**src/rtl/ssp_rx_if.sv**
```systemverilog
// Serial-in and processor-read signals of the SSP receiver.
// Grouped so the receiver and its driver share one bundle.
interface ssp_rx_if #(
  parameter int DATA_W = 8
);
  logic              SSPCLKIN;
  logic              SSPFSSIN;
  logic              SSPRXD;
  logic              PSEL;
  logic              PWRITE;
  logic [DATA_W-1:0] PRDATA;
  logic              SSPRXINTR;

  modport slave (
    input  SSPCLKIN, SSPFSSIN, SSPRXD, PSEL, PWRITE,
    output PRDATA, SSPRXINTR
  );

  modport master (
    output SSPCLKIN, SSPFSSIN, SSPRXD, PSEL, PWRITE,
    input  PRDATA, SSPRXINTR
  );
endinterface

```
**src/rtl/ssp_rx.sv**
```systemverilog
// SSP receive path: TI-style frame deserialiser feeding a small receive FIFO.
// Everything runs on PCLK; SSPCLKIN is synchronous, so falls are found by edge detect.
module ssp_rx #(
  parameter int DATA_W = 8,
  parameter int DEPTH  = 4
) (
  input  logic    PCLK,
  input  logic    CLEAR_B,
  ssp_rx_if.slave bus
);
  localparam int CNT_W = $clog2(DATA_W);
  localparam int PTR_W = $clog2(DEPTH);
  localparam int LVL_W = $clog2(DEPTH + 1);
  localparam logic [CNT_W-1:0] LAST_BIT = CNT_W'(DATA_W - 1);
  localparam logic [LVL_W-1:0] FULL_LVL = LVL_W'(DEPTH);

  typedef enum logic {IDLE, SHIFT} state_t;

  state_t            state_q, state_d;
  logic              clk_d;
  logic              fall;
  logic [CNT_W-1:0]  cnt_q, cnt_d;
  logic [DATA_W-2:0] shreg_q, shreg_d;
  logic              vld_p0;
  logic [DATA_W-1:0] word_p0;

  logic [DATA_W-1:0] mem [DEPTH];
  logic [PTR_W-1:0]  rd_ptr, wr_ptr;
  logic [LVL_W-1:0]  count;
  logic              pop;
  logic              wr_en;

  assign fall = clk_d & ~bus.SSPCLKIN;
  // Only DATA_W-1 bits are held; the final bit goes straight into the word.
  assign word_p0 = {shreg_q, bus.SSPRXD};

  always_ff @(posedge PCLK or negedge CLEAR_B) begin
    if (!CLEAR_B) begin
      clk_d   <= 1'b0;
      state_q <= IDLE;
      cnt_q   <= '0;
      shreg_q <= '0;
    end else begin
      clk_d   <= bus.SSPCLKIN;
      state_q <= state_d;
      cnt_q   <= cnt_d;
      shreg_q <= shreg_d;
    end
  end

  always_comb begin
    state_d = state_q;
    cnt_d   = cnt_q;
    shreg_d = shreg_q;
    vld_p0  = 1'b0;
    unique case (state_q)
      IDLE: begin
        if (fall && bus.SSPFSSIN) begin
          state_d = SHIFT;
          cnt_d   = '0;
        end
      end
      SHIFT: begin
        if (fall) begin
          shreg_d = word_p0[DATA_W-2:0];
          if (cnt_q == LAST_BIT) begin
            vld_p0  = 1'b1;
            cnt_d   = '0;
            state_d = bus.SSPFSSIN ? SHIFT : IDLE;
          end else begin
            cnt_d = cnt_q + CNT_W'(1);
          end
        end
      end
      default: state_d = IDLE;
    endcase
  end

  // ---- stage p0 -> FIFO: a push into a full FIFO only lands if a pop frees a slot
  assign pop   = bus.PSEL & ~bus.PWRITE & (count != '0);
  assign wr_en = vld_p0 & ((count != FULL_LVL) | pop);

  always_ff @(posedge PCLK) begin
    if (wr_en) mem[wr_ptr] <= word_p0;
  end

  always_ff @(posedge PCLK or negedge CLEAR_B) begin
    if (!CLEAR_B) begin
      rd_ptr <= '0;
      wr_ptr <= '0;
      count  <= '0;
    end else begin
      if (wr_en) wr_ptr <= wr_ptr + PTR_W'(1);
      if (pop)   rd_ptr <= rd_ptr + PTR_W'(1);
      unique case ({wr_en, pop})
        2'b10:   count <= count + LVL_W'(1);
        2'b01:   count <= count - LVL_W'(1);
        default: count <= count;
      endcase
    end
  end

  assign bus.PRDATA    = (count != '0) ? mem[rd_ptr] : '0;
  assign bus.SSPRXINTR = (count == FULL_LVL);
endmodule
```
**src/flat_wrapper.sv**
```systemverilog
// flat-port wrapper written by rule: the top's interface ports become plain ports
module ssp_rx_flat 
#(
  parameter int DATA_W = 8,
  parameter int DEPTH  = 4
)
  (PCLK, CLEAR_B, bus_SSPCLKIN, bus_SSPFSSIN, bus_SSPRXD, bus_PSEL, bus_PWRITE, bus_PRDATA, bus_SSPRXINTR);
  ssp_rx_if #(.DATA_W(DATA_W)) bus_i ();
  input  logic PCLK;
  input  logic CLEAR_B;
  input wire logic [$bits(bus_i.SSPCLKIN)-1:0] bus_SSPCLKIN;
  input wire logic [$bits(bus_i.SSPFSSIN)-1:0] bus_SSPFSSIN;
  input wire logic [$bits(bus_i.SSPRXD)-1:0] bus_SSPRXD;
  input wire logic [$bits(bus_i.PSEL)-1:0] bus_PSEL;
  input wire logic [$bits(bus_i.PWRITE)-1:0] bus_PWRITE;
  output wire logic [$bits(bus_i.PRDATA)-1:0] bus_PRDATA;
  output wire logic [$bits(bus_i.SSPRXINTR)-1:0] bus_SSPRXINTR;
  assign bus_i.SSPCLKIN = bus_SSPCLKIN;
  assign bus_i.SSPFSSIN = bus_SSPFSSIN;
  assign bus_i.SSPRXD = bus_SSPRXD;
  assign bus_i.PSEL = bus_PSEL;
  assign bus_i.PWRITE = bus_PWRITE;
  assign bus_PRDATA = bus_i.PRDATA;
  assign bus_SSPRXINTR = bus_i.SSPRXINTR;
  ssp_rx #(.DATA_W(DATA_W), .DEPTH(DEPTH)) u_core (.PCLK(PCLK), .CLEAR_B(CLEAR_B), .bus(bus_i));
endmodule
```
**config.mk**
```make
export PLATFORM = sky130hd
export DESIGN_NAME = ssp_rx_flat
export DESIGN_NICKNAME = d
export VERILOG_FILES = /design/src/rtl/ssp_rx_if.sv /design/src/rtl/ssp_rx.sv /design/src/flat_wrapper.sv
export SDC_FILE = /design/constraint.sdc
export NUM_CORES = 1
export LEC_CHECK = 0
export BUFFER_PORTS_ARGS = -buffer_cell sky130_fd_sc_hd__buf_2
export CAP_MARGIN = 20
export CORE_ASPECT_RATIO = 0.75
export CORE_MARGIN = 10
export CORE_UTILIZATION = 55
export DETAILED_ROUTE_END_ITERATION = 16
export PLACE_DENSITY = 0.74
export SYNTH_ARGS = -nofsm -noshare
export SYNTH_HDL_FRONTEND = slang
export SYNTH_SLANG_ARGS = --single-unit
```
**constraint.sdc**
```tcl
create_clock -name PCLK -period 2.77 [get_ports PCLK]
set_input_delay 0.554 -clock PCLK [delete_from_list [all_inputs] [get_ports PCLK]]
set_output_delay 0.554 -clock PCLK [all_outputs]
set_load 0.02 [all_outputs]
```
### Word level (Yosys, flattened, before mapping)

Memories as Yosys holds them, arrays and structs flattened.
Cells that the tools add are included.

* register bits: 19
* RAM bits: 32
* input port bits: 7
* memories kept: 1

* add/sub/neg operators: 5
* eq/ne operators: 7
* multiplexer cells: 16
* bitwise operators: 8
* reductions and logical operators: 5

Memories
* u_core.mem: depth 4, bits a word 8, read ports 1, clocked after memory_dff 0, wr ports 1, line ssp_rx.sv:27 `logic [DATA_W-1:0] mem [DEPTH];`

Operator list (count)
* 3-bit case mux with 2 select lines: 2
* 1-bit 2-to-1 mux: 9
* 3-bit 2-to-1 mux: 3
* 8-bit 2-to-1 mux: 1
* 3-bit by 1-bit adder with 3-bit output, second input constant: 2
* 3-bit equality test, second input constant: 2
* 2-bit by 1-bit adder with 2-bit output, second input constant: 2
* 1-bit AND: 4
* 2-bit AND reduction: 2
* 3-bit != test, second input constant: 1
* 1-bit NOT: 3
* 3-bit nonzero test: 1
* 3-bit by 1-bit subtractor with 3-bit output, second input constant: 1
* 2-bit by 1-bit equality test with 1-bit output, second input constant: 1
* 2-bit equality test, second input constant: 1
* 2-bit by 1-bit != test with 1-bit output, second input constant: 1
* 2-bit != test, second input constant: 1
* 1-bit case mux with 2 select lines: 1
* 2-bit nonzero test: 1
* 1-bit logical AND: 1
* 1-bit bitwise OR: 1

### Logic depth before layout (Yosys ltp)

Gate-level depths: netlist of run 1.

* depth after elaboration: 7
* gate-level depth with buffers: 11
* gate-level depth less buffers: 11

### Worst setup path after synthesis of run 1

No wires, ideal clock.

* kind: register -> register
* start point: reg u_core.count[0]
* end point: reg u_core.count[2]
* setup time: 0.079 ns
* arrival time: 2.043 ns
* setup slack: 0.648 ns
* stages on the path, launching flop included: 10
* buffers on the path: 0
* cell sequence: dfrtp_1 nor3b_2 a211oi_4 inv_1 ha_1 inv_1 fa_1 xor2_1 nor2_1 xor2_1

* cells in the longest elaborated chain, start to end: 6
* elaborated cells between the ends (all ways): 11

RTL lines
* start, declared: line ssp_rx.sv:29 `logic [LVL_W-1:0] count;`
* start signal, assigned: line ssp_rx.sv:96 `2'b10: count <= count + LVL_W'(1);`
* start signal, assigned: line ssp_rx.sv:97 `2'b01: count <= count - LVL_W'(1);`
* start signal, assigned: line ssp_rx.sv:98 `default: count <= count;`
* 3-bit nonzero test: line ssp_rx.sv:80 `assign pop = bus.PSEL & ~bus.PWRITE & (count != '0);`
* 1-bit AND: line ssp_rx.sv:80
* 1-bit bitwise OR: line ssp_rx.sv:81 `assign wr_en = vld_p0 & ((count != FULL_LVL) | pop);`
* 1-bit AND: line ssp_rx.sv:81
* 2-bit by 1-bit equality test with 1-bit output / 2-bit equality test (equally long branches): line ssp_rx.sv:95 `unique case ({wr_en, pop})`
* 3-bit case mux with 2 select lines / 2-bit nonzero test (equally long branches)

Parallel ways exist; a longest one is shown, timed or not.
A chain may end at the register's enable or synchronous reset.

### Worst setup path in the final report of run 1

* start point: reg u_core.rd_ptr[0]
* end point: out bus_PRDATA[3]

* cells in the longest elaborated chain, start to end: 2

RTL lines
* start, declared: line ssp_rx.sv:28 `logic [PTR_W-1:0] rd_ptr, wr_ptr;`
* start signal, assigned: line ssp_rx.sv:94 `if (pop) rd_ptr <= rd_ptr + PTR_W'(1);`
* memory 4 x 8 bit
* 8-bit 2-to-1 mux: line ssp_rx.sv:103 `assign bus.PRDATA = (count != '0) ? mem[rd_ptr] : '0;`
* end, declared: line flat_wrapper.sv:16 `output wire logic [$bits(bus_i.PRDATA)-1:0] bus_PRDATA;`

Every way passes these cells.

==> summary.log, run 1 <==
INFO  die            area_of_the_die=6810um2
INFO  sta            rsz0062_at_grt=no
INFO  synth          mappedNetlistArea=2140um2
INFO  die            initial_core_util=57.7%
INFO  status         run_status=finished, final reports clean
INFO  die            die_width=92.0um
INFO  drt            drt_first_pass_iters=4
INFO  synth          postSynthCellCount=119
INFO  worst_setup_path setup.worst_path.end_class=output pin
INFO  clock_network  cts_tree=built
INFO  synth          post_synthesis_net_count=134
INFO  synth          synthMostInstantiatedCell=edfxtp_1
INFO  worst_setup_path critical_path.startpoint_type=flop
INFO  drt            route.detailed.vias_per_inst=5.41
INFO  clock_network  clock_tree.htree_level_count=2
INFO  pwr            peakVddDrop=0.000612V
INFO  sta            min_period=2470ps
INFO  min_path       timing.hold.worst.class=in -> async
INFO  sta            final-hold-violation-count=0
INFO  synth          syn-mean-instance-area=18.0um2
INFO  clock_network  cts.repair_timing.setup_buffer_count=0
INFO  grt            globalRoute.totalOverflow=0
INFO  pwr            power.total=2.33mW
INFO  cells_and_area finalNonFillerCells=193
INFO  drt            route.antenna.remaining_nets=0
INFO  sta            max-slew-margin-rel=60.4%
INFO  cells_and_area num-fill-cells=270
INFO  clock_network  worst_skew_pair_later_pin_latency=310ps
INFO  die            die_y=74.0um
INFO  clock_network  numCtsBuffers=5
INFO  drt            route.vias.total=1045
INFO  worst_setup_path worstSetupPathType=reg -> out
INFO  grt            grt_antenna_before_repair=0
INFO  synth          seq_area_frac_synth=67.1%
INFO  grt            grt_pass1_wl=5.62mm
INFO  drt            drt_drc_violations_left=0
INFO  worst_setup_path crit_path_max_fanout=10
INFO  grt            track_usage=11.0%
INFO  drt            detail_route.iter0.violations=57
INFO  clock_network  cts_resized=0
INFO  die            ioPinCount=16
INFO  pwr            p_leak=0.934nW
INFO  run            cap_violations=0
INFO  worst_setup_path cp_data_required_time=2220ps
INFO  grt            grt_max_degree=20
INFO  drt            totalWireLength=3.43mm
INFO  cells_and_area flow.area_growth_from_synthesis=11.6%
INFO  synth          asyncSetResetFlopFracSynth=37.3%
INFO  sta            max_clk_rate=404MHz
INFO  placement      post-place-cells=185
INFO  sta            fin_worst_skew=7.56ps
INFO  synth          yosys_warnings=0
INFO  placement      port_buffer_count=15
INFO  drt            average_wire_per_cell_in_the_routed_design=17.8um
INFO  placement      finalWeightedCongestion=0.698
INFO  synth          yosys.area.top_type=edfxtp_1
INFO  placement      hpwlAfterDp=2.37mm
INFO  sta            slew_viol_final=0
INFO  sta            timing_worst_slew_pin_value=594ps
INFO  sta            post-route-period-util=89.3%
INFO  clock_network  cts_buffer_depth=2
INFO  cells_and_area insertedDiodeCount=0
INFO  synth          synth_edf_count=32
INFO  clock_network  clk_pin_slew=90ps
INFO  cells_and_area layout.nets=155
INFO  clock_network  clock_sinks=51
INFO  die            floorplan.core_area=3710um2
INFO  grt            number_of_global_route_vias_before_repair=1120
INFO  synth          synthDominantCellAreaShare=44.9%
INFO  clock_network  postCtsHoldBufs=0
INFO  worst_setup_path rrSetupSlack=580ps
INFO  sta            final-setup-viol-count=0
INFO  worst_setup_path cp_data_arrival_time=1920ps
INFO  die            placementRows=19
INFO  sta            setup-tns-final=0ps
INFO  clock_network  root_buffer=clkbuf_8
INFO  synth          yosys-top-cells-count=32 x edfxtp_1, 19 x dfrtp_1, 8 x and2b_1, 8 x mux4_2
INFO  synth          post_synth_main_area_contributors=edfxtp_1 45%, dfrtp_1 22%, mux4_2 8.4%
INFO  synth          synth-seq-cells=51
INFO  cells_and_area share_of_layout_cells_above_drive_strength_1=32.6%
INFO  synth          synth_cell_types=28
INFO  synth          top_ff_cell_synth=edfxtp_1
INFO  pwr            powerDensity=976nW/um2
==> sequential cells by signal, indices dropped and copies added, names as in the netlist <==
name            cells
u_core.cnt_q        3
u_core.rd_ptr       2
u_core.wr_ptr       2
u_core.clk_d        1
u_core.shreg_q      7
u_core.state_q      1
u_core.mem         32
u_core.count        3
==> path summary, 6_finish.rpt <==
kind                                     end  cells past startpoint              from
min                        u_core.shreg_q[6]                      1           CLEAR_B
min reg2reg                  u_core.count[2]                      1   u_core.count[2]
min in group PCLK               u_core.clk_d                      1      bus_SSPCLKIN
max reg2reg                  u_core.count[2]                     11   u_core.cnt_q[0]
max in group asynchronous   u_core.rd_ptr[0]                      1           CLEAR_B
max                            bus_PRDATA[3]                      3  u_core.rd_ptr[0]
==> cell families after synthesis <==
group,after synthesis,synth area share [%]
AOI/OAI and AO/OA,6,2.86
buffers and inverters,9,1.64
xor gates and xnor gates,6,2.45
and+or+nand+nor,22,7.66
DFF,51,67.1
adders and majority gates,8,5.03
muxes,17,13.3
==> cell usage in the layout (no fill, tap or decap), types with 5 or more instances in the layout <==
| master | instances |
|---|---|
| buf_2 | 15 |
| inv_1 | 7 |
| edfxtp_1 | 32 |
| mux2_2 | 7 |
| mux4_2 | 8 |
| dfrtp_1 | 19 |
| clkbuf_8 | 5 |
| and2b_1 | 8 |
| ha_1 | 7 |
==> through the flow <==
step	instance area, um2	utilization [%]	hold slack [ps]	setup WS (ps)
5_1_grt	2390	64.4	187	157
2_1_floorplan	2140	-	258	648
4_1_cts	2390	64.4	177	230
3_5_place_dp	2280	61.5	477	471
6_report	2390	64.4	169	297
3_3_place_gp	2280	61.5	477	509
==> worst max-delay path, stage by stage, from the launching register on <==
cell and delay (ps):
dfrtp_1 730, mux4_2 580, and2b_1 160, buf_2 150
==> routing by layer <==
layer  GRT usage [%]  vias to the layer above  wire [um]
met1            13.0                      525       1570
met2            17.7                       26       1610
met3            3.72                        8        166
met4            6.14                        0         72
met5               0                        -          0
li1                -                      486          -
==> cell type report <==
type / count / area [um2] / area share [%]
clock buffer: 6 / 72.6 / 3.04
clock inverter: 2 / 37.5 / 1.57
inverter: 7 / 26.3 / 1.10
multi-input combinational: 59 / 669 / 28.0
sequential: 51 / 1440 / 60.1
tap: 52 / 65.1 / 2.72
timing repair buffer: 16 / 82.6 / 3.46
==> power by group <==
group          total (mW)  switching [mW]  internal [mW]
clock network       0.500           0.231          0.269
logic               0.646           0.298          0.348
registers            1.19           0.200          0.987
total                2.33           0.729           1.60
Note: power is estimated with default switching activity, not from simulation.
==> run 2, diff against run 1 <==
--- a/config.mk
+++ b/config.mk
@@ -12,6 +12,7 @@
 export CORE_UTILIZATION = 55
 export DETAILED_ROUTE_END_ITERATION = 16
 export PLACE_DENSITY = 0.74
+export RECOVER_POWER = 25
 export SYNTH_ARGS = -nofsm -noshare
 export SYNTH_HDL_FRONTEND = slang
 export SYNTH_SLANG_ARGS = --single-unit
==> summary.log, run 2 (synthesized netlist as in run 1, its figures left out) <==
INFO  status         run_status=finished, final reports clean [unchanged]
INFO  drt            route.vias.total=1049 [was 1045]
INFO  sta            timing_worst_slew_pin_value=989ps [was 594 ps]
INFO  grt            grt_pass1_wl=5.62mm [unchanged]
INFO  sta            rsz0062_at_grt=no [unchanged]
INFO  clock_network  worst_skew_pair_later_pin_latency=310ps [about the same]
INFO  placement      area_post_placement=2280um2 [unchanged]
INFO  sta            max-slew-margin-rel=34.1% [was 60.4%]
INFO  cells_and_area flow.area_growth_from_synthesis=11.5% [was 11.6%]
INFO  pwr            powerDensity=977nW/um2 [was 976 nW/um2]
INFO  die            floorplan.core_area=3710um2 [unchanged]
INFO  sta            setup-tns-final=0ps [unchanged]
INFO  die            ioPinCount=16 [unchanged]
INFO  clock_network  cts.repair_timing.setup_buffer_count=0 [unchanged]
INFO  worst_setup_path setup.worst_path.end_class=output pin [unchanged]
INFO  die            die_y=74.0um [unchanged]
INFO  drt            route.antenna.remaining_nets=0 [unchanged]
INFO  pwr            p_leak=0.926nW [was 0.934 nW]
INFO  clock_network  clock_tree.htree_level_count=2 [unchanged]
INFO  cells_and_area share_of_layout_cells_above_drive_strength_1=30.5% [was 32.6%]
INFO  drt            average_wire_per_cell_in_the_routed_design=17.7um [was 17.8 um]
INFO  sta            final-hold-violation-count=0 [unchanged]
INFO  grt            grt_antenna_before_repair=0 [unchanged]
INFO  pwr            peakVddDrop=0.000612V [about the same]
INFO  cells_and_area layout.cell_area.non_filler=2390um2 [about the same]
INFO  clock_network  cts_buffer_depth=2 [unchanged]
INFO  clock_network  clock_sinks=51 [unchanged]
INFO  cells_and_area layout.nets=155 [unchanged]
INFO  worst_setup_path critical_path.startpoint_type=flop [unchanged]
INFO  clock_network  numCtsBuffers=5 [unchanged]
INFO  clock_network  clk_pin_slew=90ps [about the same]
INFO  sta            min_period=2470ps [about the same]
INFO  drt            detail_route.iter0.violations=57 [unchanged]
INFO  sta            slew_viol_final=0 [unchanged]
INFO  worst_setup_path critical-path-top-delay-family=flip-flops [unchanged]
INFO  sta            final-setup-viol-count=0 [unchanged]
INFO  drt            route.detailed.vias_per_inst=5.44 [was 5.41]
INFO  sta            post-route-period-util=89.3% [about the same]
INFO  drt            drt_drc_violations_left=0 [unchanged]
INFO  die            area_of_the_die=6810um2 [unchanged]
INFO  grt            number_of_global_route_vias_before_repair=1120 [unchanged]
INFO  worst_setup_path path_buf_inv=1 [unchanged]
INFO  clock_network  postCtsHoldBufs=0 [unchanged]
INFO  sta            max_clk_rate=404MHz [about the same]
INFO  worst_setup_path cp_data_arrival_time=1920ps [about the same]
INFO  worst_setup_path timing.critical_path.cells=mux4_2 -> and2b_1 -> buf_2 [unchanged]
INFO  cells_and_area largestRegisters=u_core.mem: 32 flops, u_core.shreg_q: 7 flops [unchanged]
INFO  min_path       timing.hold.worst.class=in -> async [unchanged]
INFO  die            placementRows=19 [unchanged]
INFO  worst_setup_path crit_path_max_fanout=10 [unchanged]
INFO  drt            totalWireLength=3.43mm [about the same]
INFO  cells_and_area most-common-layout-cells=32 x edfxtp_1, 19 x dfrtp_1, 12 x buf_2 [was 32 x edfxtp_1, 19 x dfrtp_1, 15 x buf_2]
INFO  die            initial_core_util=57.7% [unchanged]
INFO  cells_and_area num-fill-cells=272 [was 270]
INFO  sta            fin_worst_skew=7.41ps [was 7.56 ps]
INFO  clock_network  root_buffer=clkbuf_8 [unchanged]
INFO  cells_and_area insertedDiodeCount=0 [unchanged]
INFO  cells_and_area final_common_cell=edfxtp_1 [unchanged]
INFO  cells_and_area largest_register=u_core.mem [unchanged]
INFO  grt            grt_max_degree=20 [unchanged]
INFO  worst_setup_path timing.critical_path.slowest_stage_cell=dfrtp_1 [unchanged]
INFO  clock_network  cts_tree=built [unchanged]
INFO  placement      finalWeightedCongestion=0.698 [unchanged]
INFO  drt            drt_first_pass_iters=4 [unchanged]
INFO  placement      port_buffer_count=15 [unchanged]
INFO  placement      hpwlAfterDp=2.37mm [unchanged]
INFO  grt            track_usage=11.0% [unchanged]
INFO  grt            globalRoute.totalOverflow=0 [unchanged]
INFO  worst_setup_path worstSetupPathType=reg -> out [unchanged]
INFO  die            die_width=92.0um [unchanged]
INFO  cells_and_area largest_register_ff_count=32 [unchanged]
INFO  worst_setup_path critPathMaxStageDelay=730ps [about the same]
INFO  worst_setup_path cp_data_required_time=2220ps [about the same]
INFO  run            cap_violations=0 [unchanged]
INFO  clock_network  cts_resized=0 [unchanged]
-- run 2: cell types whose count changed in the layout (fill, tap and decap cells not counted) --
cell	delta
buf_2	-3
clkbuf_1	+3
-- run 2: worst reg2reg max path: stages, from the launching register on --
cell and delay (ps):
dfrtp_1 410, ha_1 220, ha_1 230, inv_1 100, a211oi_4 60, inv_1 80, ha_1 180, inv_1 60
fa_1 380, xor2_1 150, nor2_1 110, xor2_1 140
-- run 2: where the power goes --
group | leakage, nW | internal (mW) | switching, mW
Clock | 0.0514 | 0.269 | 0.231
Sequential | 0.511 | 0.987 | 0.200
Combinational | 0.363 | 0.348 | 0.298
-- run 2: layout make-up --
| type | instances | area [um2] | share of cell area (%) |
|---|---|---|---|
| clock buffers | 6 | 72.6 | 3.04 |
| clock inverters | 2 | 37.5 | 1.57 |
| inverters | 7 | 26.3 | 1.10 |
| multi-input cells | 59 | 669 | 28.1 |
| flip-flops and latches | 51 | 1440 | 60.2 |
| well taps | 52 | 65.1 | 2.73 |
| repair buffers | 16 | 78.8 | 3.30 |
-- run 2: path summary, 6_finish.rpt --
check	slack, ps	startpoint	depth (start not counted)	endpoint
setup / recovery	300	u_core.rd_ptr[0]	3	bus_PRDATA[3]
hold reg to reg	490	u_core.count[2]	1	u_core.count[2]
max in group asynchronous	1790	CLEAR_B	1	u_core.rd_ptr[0]
setup reg to reg	580	u_core.cnt_q[0]	11	u_core.count[2]
min in group PCLK	390	bus_SSPCLKIN	1	u_core.clk_d
hold / removal	380	CLEAR_B	1	u_core.shreg_q[6]
-- run 2: layer usage --
layer | vias to the layer above | wire length, um | global-route usage (%)
met4 | 0 | 72 | 6.14
li1 | 487 | - | -
met1 | 523 | 1550 | 13.0
met5 | - | 0 | 0
met2 | 31 | 1610 | 17.7
met3 | 8 | 191 | 3.72
-- run 2: metrics by stage --
stage               setup WS, ps  util, %  power [mW]  std cells  hold slack (ps)
finish                       297     64.3        2.33        193              383
global placement             509     61.5        1.82        185              477
floorplan                    648        -        1.64        119              258
detailed placement           471     61.5        1.87        185              477
global route                 157     64.3        2.47        193              373
CTS                          230     64.4        2.36        193              177
